**config.mk**
```make
export PLATFORM = sky130hd
export DESIGN_NAME = spi_slave_mem
export DESIGN_NICKNAME = d
export VERILOG_FILES = /design/src/rtl/spi_slave_mem.sv
export SDC_FILE = /design/constraint.sdc
export NUM_CORES = 1
export LEC_CHECK = 0
export BUFFER_PORTS_ARGS = -buffer_cell sky130_fd_sc_hd__buf_2
export CORE_MARGIN = 2
export CORE_UTILIZATION = 45
export CTS_CLUSTER_DIAMETER = 50
export DETAILED_ROUTE_END_ITERATION = 16
export SLEW_MARGIN = 20
export SYNTH_ARGS = -nofsm -noshare
export SYNTH_HDL_FRONTEND = slang
export SYNTH_SLANG_ARGS = --single-unit
```
**constraint.sdc**
```tcl
create_clock -name clk -period 3 [get_ports clk]
set_input_delay 0.6 -clock clk [delete_from_list [all_inputs] [get_ports clk]]
set_output_delay 0.6 -clock clk [all_outputs]
set_load 0.02 [all_outputs]
```
**src/rtl/spi_slave_mem.sv**
```systemverilog
// spi_slave_mem: SPI mode-0 slave emulating a small 25AA010A-style serial EEPROM
module spi_slave_mem #(
  parameter int ADDR_W = 7,
  parameter int PAGE_SIZE = 16,
  parameter int SYNC_STAGES = 2
) (
  input  logic              clk,
  input  logic              rst,
  input  logic              sck,
  input  logic              csn,
  input  logic              mosi,
  output logic              miso,
  output logic              wr_stb,
  output logic [ADDR_W-1:0] wr_addr,
  output logic [7:0]        wr_data
);
  localparam int DEPTH = 1 << ADDR_W;
  localparam logic [ADDR_W-1:0] PAGE_MASK = ADDR_W'(PAGE_SIZE - 1);
  typedef enum logic [2:0] {IDLE, CMD, ADDR, RD_DATA, WR_DATA, STATUS, IGNORE} state_t;
  state_t state_q, state_d, cmd_next;
  logic [SYNC_STAGES:0] sck_q, sck_d, csn_q, csn_d;
  logic [SYNC_STAGES-1:0] mosi_q, mosi_d;
  logic [2:0] bit_q, bit_d;
  logic [6:0] sh_in_q, sh_in_d;
  logic [7:0] sh_out_q, sh_out_d, byte_in, out_byte;
  logic [ADDR_W-1:0] ptr_q, ptr_d, ptr_page_inc, wr_addr_q, wr_addr_d;
  logic [7:0] wr_data_q, wr_data_d;
  logic wel_q, wel_d, is_wr_q, is_wr_d, miso_q, miso_d, wr_stb_q, wr_stb_d, mem_we;
  logic sck_rise, sck_fall, csn_hi, csn_fall, byte_done;
  logic [7:0] mem [DEPTH];
  assign sck_d = {sck_q[SYNC_STAGES-1:0], sck};
  assign csn_d = {csn_q[SYNC_STAGES-1:0], csn};
  assign mosi_d = {mosi_q[SYNC_STAGES-2:0], mosi};
  assign sck_rise = sck_q[SYNC_STAGES-1] & ~sck_q[SYNC_STAGES];
  assign sck_fall = ~sck_q[SYNC_STAGES-1] & sck_q[SYNC_STAGES];
  assign csn_hi = csn_q[SYNC_STAGES-1];
  assign csn_fall = ~csn_q[SYNC_STAGES-1] & csn_q[SYNC_STAGES];
  assign byte_in = {sh_in_q, mosi_q[SYNC_STAGES-1]};
  assign byte_done = sck_rise && bit_q == 3'd7 && state_q != IDLE;
  assign out_byte = state_q == STATUS ? {6'b0, wel_q, 1'b0} : mem[ptr_q];
  assign ptr_page_inc = (ptr_q & ~PAGE_MASK) | ((ptr_q + 1'b1) & PAGE_MASK);
  assign cmd_next = byte_in == 8'h03 ? ADDR :
                    byte_in == 8'h02 && wel_q ? ADDR :
                    byte_in == 8'h05 ? STATUS : IGNORE;
  assign miso = miso_q;
  assign wr_stb = wr_stb_q;
  assign wr_addr = wr_addr_q;
  assign wr_data = wr_data_q;
  always_ff @(posedge clk) begin
    if (rst) state_q <= IDLE;
    else state_q <= state_d;
  end
  always_comb begin
    state_d = state_q;
    if (csn_hi) state_d = IDLE;
    else if (csn_fall) state_d = CMD;
    else if (byte_done)
      state_d = state_q == CMD ? cmd_next :
                state_q == ADDR ? (is_wr_q ? WR_DATA : RD_DATA) : state_q;
  end
  always_comb begin
    wel_d = wel_q;
    is_wr_d = is_wr_q;
    bit_d = bit_q;
    sh_in_d = sh_in_q;
    sh_out_d = sh_out_q;
    ptr_d = ptr_q;
    miso_d = miso_q;
    wr_stb_d = 1'b0;
    wr_addr_d = wr_addr_q;
    wr_data_d = wr_data_q;
    mem_we = 1'b0;
    if (csn_hi) begin
      bit_d = '0;
      miso_d = 1'b0;
      is_wr_d = 1'b0;
      wel_d = is_wr_q ? 1'b0 : wel_q;
    end else if (csn_fall) begin
      bit_d = '0;
      sh_in_d = '0;
    end else if (state_q != IDLE && sck_rise) begin
      sh_in_d = byte_in[6:0];
      bit_d = bit_q + 3'd1;
      if (byte_done && state_q == CMD) begin
        wel_d = byte_in == 8'h06 ? 1'b1 : byte_in == 8'h04 ? 1'b0 : wel_q;
        is_wr_d = byte_in == 8'h02;
      end
      if (byte_done && state_q == ADDR) ptr_d = byte_in[ADDR_W-1:0];
      if (byte_done && state_q == RD_DATA) ptr_d = ptr_q + 1'b1;
      if (byte_done && state_q == WR_DATA) begin
        mem_we = 1'b1;
        wr_stb_d = 1'b1;
        wr_addr_d = ptr_q;
        wr_data_d = byte_in;
        ptr_d = ptr_page_inc;
      end
    end else if (state_q != IDLE && sck_fall) begin
      miso_d = 1'b0;
      if (state_q == RD_DATA || state_q == STATUS) begin
        miso_d = bit_q == 3'd0 ? out_byte[7] : sh_out_q[7];
        sh_out_d = bit_q == 3'd0 ? {out_byte[6:0], 1'b0} : {sh_out_q[6:0], 1'b0};
      end
    end
  end
  always_ff @(posedge clk) begin
    if (rst) begin
      sck_q <= '0;
      csn_q <= '0;
      mosi_q <= '0;
      bit_q <= '0;
      sh_in_q <= '0;
      sh_out_q <= '0;
      ptr_q <= '0;
      wel_q <= 1'b0;
      is_wr_q <= 1'b0;
      miso_q <= 1'b0;
      wr_stb_q <= 1'b0;
      wr_addr_q <= '0;
      wr_data_q <= '0;
    end else begin
      sck_q <= sck_d;
      csn_q <= csn_d;
      mosi_q <= mosi_d;
      bit_q <= bit_d;
      sh_in_q <= sh_in_d;
      sh_out_q <= sh_out_d;
      ptr_q <= ptr_d;
      wel_q <= wel_d;
      is_wr_q <= is_wr_d;
      miso_q <= miso_d;
      wr_stb_q <= wr_stb_d;
      wr_addr_q <= wr_addr_d;
      wr_data_q <= wr_data_d;
    end
  end
  always_ff @(posedge clk) begin
    if (mem_we && !rst) mem[ptr_q] <= byte_in;
  end
endmodule

```
==> reports/results.txt <==
Syn Std Cell Area: 42600 µm²
wire length per cell: 28.4 µm
clock buffer count from CTS: 114
die height: 312 µm
GRT overflow: 0
syn nets: 2190
CP endpoint kind: flip-flop
hold path depth: 2
Final period util: 0.983
routability congestion estimate: 0.935
Rows: 112
final hold vios: 0
Area growth syn-to-layout: 16.9%
synth top area cells: edfxtp_1, mux4_2, dfxtp_1, mux2i_1, nor2_1
Final #Nets: 2470
clock sink count: 1085
share of the synthesized area in the top cell type: 0.721
Synth area leader: edfxtp_1
fin worst setup slack: 0.0512 ns
Final ANT Viol Nets: 0
Synth Register Bits: 1085
IO Pins: 22
Iteration-0 DRC Markers: 2510
H-tree Lvls: 3
sequential area share after synthesis: 0.750
status: finished clean
drc violations: 0
Place WS: 0.178 ns
Int Power: 0.0252 W
clock share of power: 0.473
Sw Ratio: 0.191
fmax: 339 MHz
layout cells sized above 1: 0.283
Die X: 312 µm
clock root buffer: clkbuf_16
WS Path Type: flip-flop to flip-flop
clock skew: 0.0223 ns
most common cell after layout, fill and taps aside: edfxtp_1
Yosys cell types: 67
Util after Layout: 0.532
post-route design area: 49800 µm²
Max clock buf depth: 3
RSZ-0062 raised after global routing: false
Max-slew headroom: 0.403
Leak: 15.7 nW
TritonCTS clock tree: yes
IO Port Bufs: 21
DR pass1 iterations: 7
total die area: 97200 µm²
core area: 93600 µm²
commonest cells after routing, fill and taps aside: edfxtp_1, buf_4, mux4_2
via count: 22400
# setup viols final: 0
Sequential Power Share: 0.525
initial core utilization: 0.455
clock latency on the worst-skew pair: 0.69 ns
NetSw: 0.00594 W
warnings from Yosys: 0
crit path DAT: 3.53 ns
Mean Syn Cell Area: 19.5 µm²
GRT Overall Usage: 0.224
CP required: 3.58 ns
Via-to-Cell Ratio: 5.87
post-placement cell area: 45800 µm²
maxcap violations: 0
first-pass GRT wire length: 158 mm
Fin Setup TNS: 0 ns
Tmin final: 2.95 ns
Mapped Cells: 2181
vias in the first global route: 22600
hpwl dp: 70.4 mm
Slew @ Worst Pin: 0.895 ns
part of the power in combinational logic: 0.002
final wirelength: 108 mm
crit-path cells: or3b_1 -> buf_4 -> o22ai_1 -> a211oi_1 -> a21oi_1 -> nand4_1 -> a311oi_1
Design Power: 0.0311 W
Max Slew Vio Count: 0
dominant synthesized flop cell: edfxtp_1
largest net degree at the start of global routing: 134
power density over the cells: 624 nW/µm²
Worst-path clk slew: 0.06 ns
Worst Min Path Start: sck
critical path's largest stage delay: 0.67 ns
R2R Setup Slk: 0.05 ns
initial antenna violation count: 2
R2R depth: 7
startpoint types: flip-flop
Peak VDD IR: 0.654 mV
CP max-delay cell: or3b_1
HP Class: input pin to flip-flop
Post-synth EDFFs: 1024
crit path max fanout: 11
async set-or-reset flop fraction in the synthesized netlist: 0
## sequential cells by signal, indices dropped and copies added (netlist names), 2 cells and up, named ones only
| name | count |
|---|---|
| sh_in_q | 7 |
| mosi_q | 2 |
| mem | 1024 |
| csn_q | 3 |
| sck_q | 3 |
| state_q | 3 |
| ptr_q | 7 |
| wr_data | 8 |
| sh_out_q | 7 |
| wr_addr | 7 |
| bit_q | 3 |
## routing by layer
metal | part of all wire | routed length, µm | global-route usage
met5 | 0 | 0 | 0
met4 | 0.032 | 3490 | 0.0759
met3 | 0.077 | 8350 | 0.0368
met2 | 0.48 | 51700 | 0.355
met1 | 0.41 | 44700 | 0.316
## cell families after synthesis
logic type               count (synthesis)  synth area share
AO/OA/AOI/OAI                          217            0.0352
multiplexers                           353             0.151
XOR/XNOR                                 2          0.000411
buffers and inverters                  135            0.0195
adder cells (fa/ha/maj)                  4           0.00117
flip-flops                            1085             0.750
AND/OR/NAND/NOR                        385            0.0430
## worst max-delay path: cells and delay by family, from the launching register on
family                 cells  cell delay [ns]
AO/OA/AOI/OAI              4             1.15
flip-flops                 1             0.41
buffers and inverters      1             0.28
AND/OR/NAND/NOR            2             1.00
## per-stage QoR
stage,std cells,hold WS [ns]
floorplan,2181,0.414
global placement,3599,0.426
CTS,3815,0.0914
detailed placement,3599,0.428
finish,3816,0.123
global route,3815,0.134
## synth_stat cells, types with 3 or more instances
cell,n
a2111oi_0,3
a211oi_1,29
a21oi_1,29
a221o_1,5
a22oi_1,31
a311oi_1,8
a31oi_1,6
and2_1,6
and3_1,4
buf_1,5
buf_2,28
buf_4,16
buf_6,29
clkbuf_1,46
dfxtp_1,61
edfxtp_1,1024
ha_1,4
inv_1,9
mux2_2,8
mux2i_1,115
mux4_2,230
nand2_1,41
nand2b_1,10
nand3_1,23
nand3b_1,8
nand4_1,16
nor2_1,196
nor2b_1,34
nor3_1,14
nor3b_1,4
nor4_1,8
o211ai_1,13
o21a_1,3
o21ai_0,20
o21ai_1,6
o21bai_1,5
o221ai_1,5
o22ai_1,37
or3_1,5
or4_1,4
## repair_timing
action / 4_1_cts / 5_1_grt
endpoints found under the hold margin: 0 / 0
endpoints found under the setup margin: 0 / 1
buffers inserted: 0 / 0
gates resized for setup: 0 / 1
hold buffers: 0 / 0
## final cells by class
class | instances | area, µm²
repair buffers | 289 | 2400
diodes | 1 | 2.50
well taps | 1254 | 1570
flip-flops and latches | 1085 | 32000
multi-input cells | 961 | 9830
inverters | 10 | 37.5
clock inverters | 76 | 933
fillers | 7437 | 43800
clock buffers | 140 | 3060
## power by group through the flow
stage / clock (W) / combinational [W] / sequential, W
4_1_cts: 0.0150 / 0.0000607 / 0.0163
3_3_place_gp: 0 / 0.0000583 / 0.0167
5_1_grt: 0.0156 / 0.0000659 / 0.0163
6_report: 0.0147 / 0.0000617 / 0.0163
3_5_place_dp: 0 / 0.0000609 / 0.0167
2_1_floorplan: 0 / 0.0000246 / 0.0167
## worst paths after layout
kind,end
hold / removal,sck_q[0]$_SDFF_PP0_
setup reg to reg,sh_out_q[3]$_SDFFE_PP0P_
setup / recovery,sh_out_q[3]$_SDFFE_PP0P_
hold reg to reg,sck_q[1]$_SDFF_PP0_
No activity file was read; power rests on OpenSTA's default activity.
